### src/rtl/rgb2ycc_if.sv
// Pixel bus between an RGB source and the rgb2ycc converter.
// The master drives the RGB pixel, and the slave returns the Y/Cb/Cr result.
interface rgb2ycc_if;
   logic              [7:0]  iR;
   logic              [7:0]  iG;
   logic              [7:0]  iB;
   logic                     iValid;
   logic signed       [17:0] oY;
   logic signed       [17:0] oCb;
   logic signed       [17:0] oCr;
   logic                     oValid;

   modport master (output iR, iG, iB, iValid, input  oY, oCb, oCr, oValid);
   modport slave  (input  iR, iG, iB, iValid, output oY, oCb, oCr, oValid);
endinterface

### src/rtl/rgb2ycc.sv
// Three-stage pipelined RGB to Y/Cb/Cr converter with Q1.10 coefficients.
// It produces rounded and clamped Q13.5 outputs and accepts one pixel per cycle.
module rgb2ycc #(
   parameter logic signed [11:0] C_YR = 12'sd306,
   parameter logic signed [11:0] C_YG = 12'sd601,
   parameter logic signed [11:0] C_YB = 12'sd117,
   parameter logic signed [11:0] C_BR = -12'sd173,
   parameter logic signed [11:0] C_BG = -12'sd339,
   parameter logic signed [11:0] C_BB = 12'sd512,
   parameter logic signed [11:0] C_RR = 12'sd512,
   parameter logic signed [11:0] C_RG = -12'sd429,
   parameter logic signed [11:0] C_RB = -12'sd83
) (
   input  logic     clk,
   input  logic     reset,
   rgb2ycc_if.slave pix
);
   localparam int unsigned PixW  = 8;
   localparam int unsigned CoefW = 12;
   localparam int unsigned ProdW = 21;
   localparam int unsigned SumW  = 23;
   localparam int unsigned OutW  = 18;

   localparam logic signed [SumW-1:0] YMin = '0;
   localparam logic signed [SumW-1:0] YMax = 23'sd8160;
   localparam logic signed [SumW-1:0] CMin = -23'sd4080;
   localparam logic signed [SumW-1:0] CMax = 23'sd4080;

   // Unsigned pixel times signed coefficient; the zero-extension keeps 255 positive.
   function automatic logic signed [ProdW-1:0] mul(input logic [PixW-1:0] px,
                                                   input logic signed [CoefW-1:0] c);
      return ProdW'($signed({1'b0, px}) * c);
   endfunction

   // Round half up from Q.10 to Q.5, then saturate to [lo, hi].
   function automatic logic signed [OutW-1:0] rndClamp(input logic signed [SumW-1:0] s,
                                                       input logic signed [SumW-1:0] lo,
                                                       input logic signed [SumW-1:0] hi);
      logic signed [SumW-1:0] r;
      r = (s + SumW'(16)) >>> 5;
      if (r < lo)      r = lo;
      else if (r > hi) r = hi;
      return OutW'(r);
   endfunction

   logic signed [ProdW-1:0] prodC [9];
   logic signed [ProdW-1:0] prodQ [9];
   logic signed [SumW-1:0]  sumC  [3];
   logic signed [SumW-1:0]  sumQ  [3];
   logic                    v1;
   logic                    v2;

   always_comb begin
      prodC[0] = mul(pix.iR, C_YR);
      prodC[1] = mul(pix.iG, C_YG);
      prodC[2] = mul(pix.iB, C_YB);
      prodC[3] = mul(pix.iR, C_BR);
      prodC[4] = mul(pix.iG, C_BG);
      prodC[5] = mul(pix.iB, C_BB);
      prodC[6] = mul(pix.iR, C_RR);
      prodC[7] = mul(pix.iG, C_RG);
      prodC[8] = mul(pix.iB, C_RB);
   end

   always_comb begin
      for (int ch = 0; ch < 3; ch++) begin
         sumC[ch] = SumW'(prodQ[3*ch]) + SumW'(prodQ[3*ch+1]) + SumW'(prodQ[3*ch+2]);
      end
   end

   // Stage 1: product registers. They load only on a valid pixel.
   always_ff @(posedge clk or negedge reset) begin
      if (!reset) begin
         for (int i = 0; i < 9; i++) prodQ[i] <= '0;
         v1 <= 1'b0;
      end else begin
         if (pix.iValid) begin
            for (int i = 0; i < 9; i++) prodQ[i] <= prodC[i];
         end
         v1 <= pix.iValid;
      end
   end

   // Stage 2: per-channel sums.
   always_ff @(posedge clk or negedge reset) begin
      if (!reset) begin
         for (int ch = 0; ch < 3; ch++) sumQ[ch] <= '0;
         v2 <= 1'b0;
      end else begin
         if (v1) begin
            for (int ch = 0; ch < 3; ch++) sumQ[ch] <= sumC[ch];
         end
         v2 <= v1;
      end
   end

   // Stage 3: round and clamp into the output registers. These hold between valid pixels.
   always_ff @(posedge clk or negedge reset) begin
      if (!reset) begin
         pix.oY     <= '0;
         pix.oCb    <= '0;
         pix.oCr    <= '0;
         pix.oValid <= 1'b0;
      end else begin
         if (v2) begin
            pix.oY  <= rndClamp(sumQ[0], YMin, YMax);
            pix.oCb <= rndClamp(sumQ[1], CMin, CMax);
            pix.oCr <= rndClamp(sumQ[2], CMin, CMax);
         end
         pix.oValid <= v2;
      end
   end
endmodule

### src/flat_wrapper.sv
// flat-port wrapper written by rule: the top's interface ports become plain ports
module rgb2ycc_flat 
#(
   parameter logic signed [11:0] C_YR = 12'sd306,
   parameter logic signed [11:0] C_YG = 12'sd601,
   parameter logic signed [11:0] C_YB = 12'sd117,
   parameter logic signed [11:0] C_BR = -12'sd173,
   parameter logic signed [11:0] C_BG = -12'sd339,
   parameter logic signed [11:0] C_BB = 12'sd512,
   parameter logic signed [11:0] C_RR = 12'sd512,
   parameter logic signed [11:0] C_RG = -12'sd429,
   parameter logic signed [11:0] C_RB = -12'sd83
)
  (clk, reset, pix_iR, pix_iG, pix_iB, pix_iValid, pix_oY, pix_oCb, pix_oCr, pix_oValid);
  rgb2ycc_if pix_i ();
  input  logic clk;
  input  logic reset;
  input wire logic [$bits(pix_i.iR)-1:0] pix_iR;
  input wire logic [$bits(pix_i.iG)-1:0] pix_iG;
  input wire logic [$bits(pix_i.iB)-1:0] pix_iB;
  input wire logic [$bits(pix_i.iValid)-1:0] pix_iValid;
  output wire logic [$bits(pix_i.oY)-1:0] pix_oY;
  output wire logic [$bits(pix_i.oCb)-1:0] pix_oCb;
  output wire logic [$bits(pix_i.oCr)-1:0] pix_oCr;
  output wire logic [$bits(pix_i.oValid)-1:0] pix_oValid;
  assign pix_i.iR = pix_iR;
  assign pix_i.iG = pix_iG;
  assign pix_i.iB = pix_iB;
  assign pix_i.iValid = pix_iValid;
  assign pix_oY = pix_i.oY;
  assign pix_oCb = pix_i.oCb;
  assign pix_oCr = pix_i.oCr;
  assign pix_oValid = pix_i.oValid;
  rgb2ycc #(.C_YR(C_YR), .C_YG(C_YG), .C_YB(C_YB), .C_BR(C_BR), .C_BG(C_BG), .C_BB(C_BB), .C_RR(C_RR), .C_RG(C_RG), .C_RB(C_RB)) u_core (.clk(clk), .reset(reset), .pix(pix_i));
endmodule
### config.mk
export PLATFORM = sky130hd
export DESIGN_NAME = rgb2ycc_flat
export DESIGN_NICKNAME = d
export VERILOG_FILES = /design/src/rtl/rgb2ycc_if.sv /design/src/rtl/rgb2ycc.sv /design/src/flat_wrapper.sv
export SDC_FILE = /design/constraint.sdc
export NUM_CORES = 1
export LEC_CHECK = 0
export CAP_MARGIN = 15
export CORE_MARGIN = 2
export CORE_UTILIZATION = 25
export CTS_BUF_LIST = sky130_fd_sc_hd__clkbuf_8
export DETAILED_ROUTE_END_ITERATION = 8
export GPL_TIMING_DRIVEN = 0
export SLEW_MARGIN = 20
export SYNTH_ARGS = -nofsm -noshare
export SYNTH_HDL_FRONTEND = slang
export SYNTH_SLANG_ARGS = --single-unit
### constraint.sdc
create_clock -name clk -period 7.17 [get_ports clk]
set_input_delay 1.434 -clock clk [delete_from_list [all_inputs] [get_ports clk]]
set_output_delay 1.434 -clock clk [all_outputs]
set_load 0.03 [all_outputs]
==> metrics <==
outcome=complete, no violations; die area=just under 90000 um^2; Endpoint, Worst Hold=u_core.pix.oValid$_DFF_PN0_; Nets=around 2700; cell area after synthesis=between 20000 and 25000 um^2; Crit path largest cell delay=around 930 ps; Tmin final=6334 ps; reg-to-reg slack, setup=between 3000 and 4000 ps; H-tree depth=2; Fin. Hold Viols=0; post-DP HPWL=between 40 and 50 mm; share of post-route cells with drive strength above 1=0.1158; Clk pin slew, worst setup/hold paths=60 ps; synth cell count leaders=ha_1, inv_1, dfrtp_1; antenna cells=0; hold crit path type=reg -> reg; share of the synthesized area in the top cell type=0.2677; Cell variety after synth=87; CP Class=in -> reg; Crit path buffers/inverters=3; met3 Track Usage GR=0.01692; # port buffers=a little under 80; # IOs=82; reg2reg start=u_core.prodQ[88]$_DFFE_PN0P_; post-CTS setup buffers=0; CP endpoint kind=flip-flop; clock tree buffer depth=3; Worst Clk Skew=approximately 12 ps; Slew HR=0.4252; sequential element share of the synthesized area=0.2677; GR Util met1=0.1614; die height=297.9 um; Std-Cell Core Area=85410 um^2; max-slew violation count=0; most frequent cell after synthesis=ha_1; global-route wire length before repair=around 84 mm; Vias per Instance=between 4 and 5; Layout area overhead=14.39%; CTS root buffer=clkbuf_8; RSZ-0062 raised after global routing=false; count of final setup violators=0; critical path cell sequence=clkdlybuf4s50_1 > fa_1 > inv_1 > fa_1 > fa_1 > fa_1 > inv_1 > ha_1 > and3_1 > a21oi_1 > o21ai_0 > o41ai_1 > xnor2_1 > mux2_2; Tcrit/Tclk final=0.8835; number of global-route vias before repair=15000; dpl ws=305.2 ps; synthesized area per cell=10.51 um^2; grt met2 use=0.1975; via count=between 10000 and 15000; HP Start=u_core.v2$_DFF_PN0_; Synth area leaders=dfrtp_1, ha_1, fa_1; die width=297.9 um; Yosys top cell by area=dfrtp_1; commonest register cell after synthesis=dfrtp_1; hold path cells=0; sum of negative setup slack=0 ps; Post-synth EDFFs=0; PwrDens=~440 nW/um^2; initial antenna violation count=8; Clock Latency Late Sink=550 ps; FF-to-FF path depth=16; Crit path top cell by count=fa_1; Initial DRC Count=~800; remaining antenna violation count=0; Syn Inst Count=between 2000 and 2500; final wirelength=52.08 mm; total congestion overflow=0; # resized after CTS=0; CTS Buf Count=42; crit path max fanout=11; Pre-antenna DRT Iters=8; Critical-path top delay cell=fa_1; Final WS setup=roughly 840 ps; Sink Count=231; Top delay family on crit path=adder cells; Synth async-reset ratio=1.000; crit start category=input pin; CTS tree=yes; Required @ worst endpoint=about 7600 ps; drt drc=0; reg-to-reg endpoint=u_core.sumQ[42]$_DFFE_PN0P_; GP Congestion=between 0.8 and 0.9; worst-margin pin slew=about 860 ps; Synth warnings=0; Peak VDD IR=~0.00022 V; #FFs+latches synth=231; hold-fix buffer count after cts=0; CP startpoint=pix_iG[1]; Core Util, Final=0.2892; largest net degree at the start of global routing=a little over 90; Most Crowded Layer GR=met2; initial core utilization=0.2528; Crit path arrival time=6770 ps; LEAKAGE=about 12 nW; Fmax=~160 MHz; Site Rows=between 100 and 150; WL/cell=around 16 um; Hold WS=approximately 380 ps; Total Routing Usage GR=0.1179; MaxCap Viol Count=0
==> worst max path at each step <==
stage | depth (start not counted) | to
global route | 14 | u_core.prodQ[101]$_DFFE_PN0P_
CTS | 14 | u_core.prodQ[101]$_DFFE_PN0P_
finish | 14 | u_core.prodQ[101]$_DFFE_PN0P_
detailed placement | 14 | u_core.prodQ[101]$_DFFE_PN0P_
global placement | 1 | u_core.prodQ[92]$_DFFE_PN0P_
floorplan | 13 | u_core.prodQ[101]$_DFFE_PN0P_
==> metrics by stage <==
| step | area [um^2] | std cells | power [W] |
|---|---|---|---|
| 2_1_floorplan | 21600 | 2056 | 0.007836 |
| 3_3_place_gp | 23810 | 3278 | 0.009649 |
| 3_5_place_dp | 23870 | 3280 | 0.009747 |
| 4_1_cts | 24700 | 3347 | 0.01107 |
| 5_1_grt | 24700 | 3347 | 0.01207 |
| 6_report | 24700 | 3347 | 0.01098 |
==> where the power goes <==
group | leakage [nW] | switching (W) | total (W) | internal (W)
sequential | 2.72 | 0.000541 | 0.00243 | 0.00189
combinational | 8.59 | 0.00390 | 0.00730 | 0.00340
clock | 0.455 | 0.000542 | 0.00125 | 0.000703
==> cell usage in the layout (no fill, tap or decap), drive strengths merged, types with 6 or more instances in the layout <==
cell type / synthesis / layout
a31o: 7 / 7
nor3: 26 / 26
and3: 26 / 26
a41oi: 6 / 6
a211oi: 6 / 6
a22o: 8 / 8
nand3: 45 / 45
nand4: 15 / 15
and2: 6 / 6
buf: 20 / 23
a21o: 46 / 46
o31ai: 9 / 9
nand3b: 6 / 6
xor2: 50 / 50
dfrtp: 231 / 231
o21bai: 22 / 22
o21a: 17 / 17
o211ai: 8 / 8
o2bb2ai: 12 / 12
nor2: 87 / 87
xnor2: 99 / 99
clkdlybuf4s50: 0 / 77
nor4: 8 / 8
a31oi: 14 / 14
nor2b: 16 / 16
inv: 289 / 296
clkbuf: 28 / 82
o41ai: 7 / 7
o21ai: 46 / 46
nand2b: 7 / 7
o221ai: 6 / 6
o22a: 7 / 7
ha: 373 / 373
or3: 8 / 8
mux2: 132 / 132
nand2: 65 / 65
fa: 136 / 136
a21oi: 108 / 108
==> final cells by class <==
| class | count | area (um^2) |
|---|---|---|
| Multi-Input combinational cell | 1488 | 14520 |
| Inverter | 289 | 1085 |
| Timing Repair Buffer | 80 | 840.8 |
| Buffer | 48 | 219.0 |
| Fill cell | 8943 | 60710 |
| Clock buffer | 54 | 743.2 |
| Clock inverter | 13 | 83.83 |
| Sequential cell | 231 | 5781 |
| Tap cell | 1144 | 1431 |
==> sequential cells by signal, indices dropped and copies added, names as in the netlist <==
| name | flops |
|---|---|
| u_core.v2 | 1 |
| u_core.sumQ | 51 |
| u_core.pix.oY | 15 |
| u_core.v1 | 1 |
| u_core.pix.oValid | 1 |
| u_core.prodQ | 126 |
| u_core.pix.oCr | 18 |
| u_core.pix.oCb | 18 |
==> worst reg2reg max path, delay by kind of cell, from the launching register on <==
| kind | cells | cell delay, ps |
|---|---|---|
| mux | 1 | 270 |
| compound gates | 7 | 1470 |
| flops | 1 | 400 |
| fa+ha+maj | 2 | 610 |
| simple gates | 5 | 970 |
| xor+xnor | 1 | 210 |
==> cells by family after synthesis <==
family          after synthesis  synth area share
other cells                   1         0.0001737
fa+ha+maj                   509            0.3422
buf+inv                     337           0.06037
flops                       231            0.2677
compound gates              355            0.1155
simple gates                336           0.08199
xor+xnor                    149           0.06078
mux                         136           0.07127
==> per-layer routing <==
metal / wire length [um] / part of all wire / vias up
li1: - / - / 7352
met1: 25090 / 0.48 / 7132
met2: 24240 / 0.47 / 219
met3: 1829 / 0.035 / 62
met4: 844 / 0.016 / 14
met5: 74 / 0.0014 / -
Power figures use the tool's default switching activity.
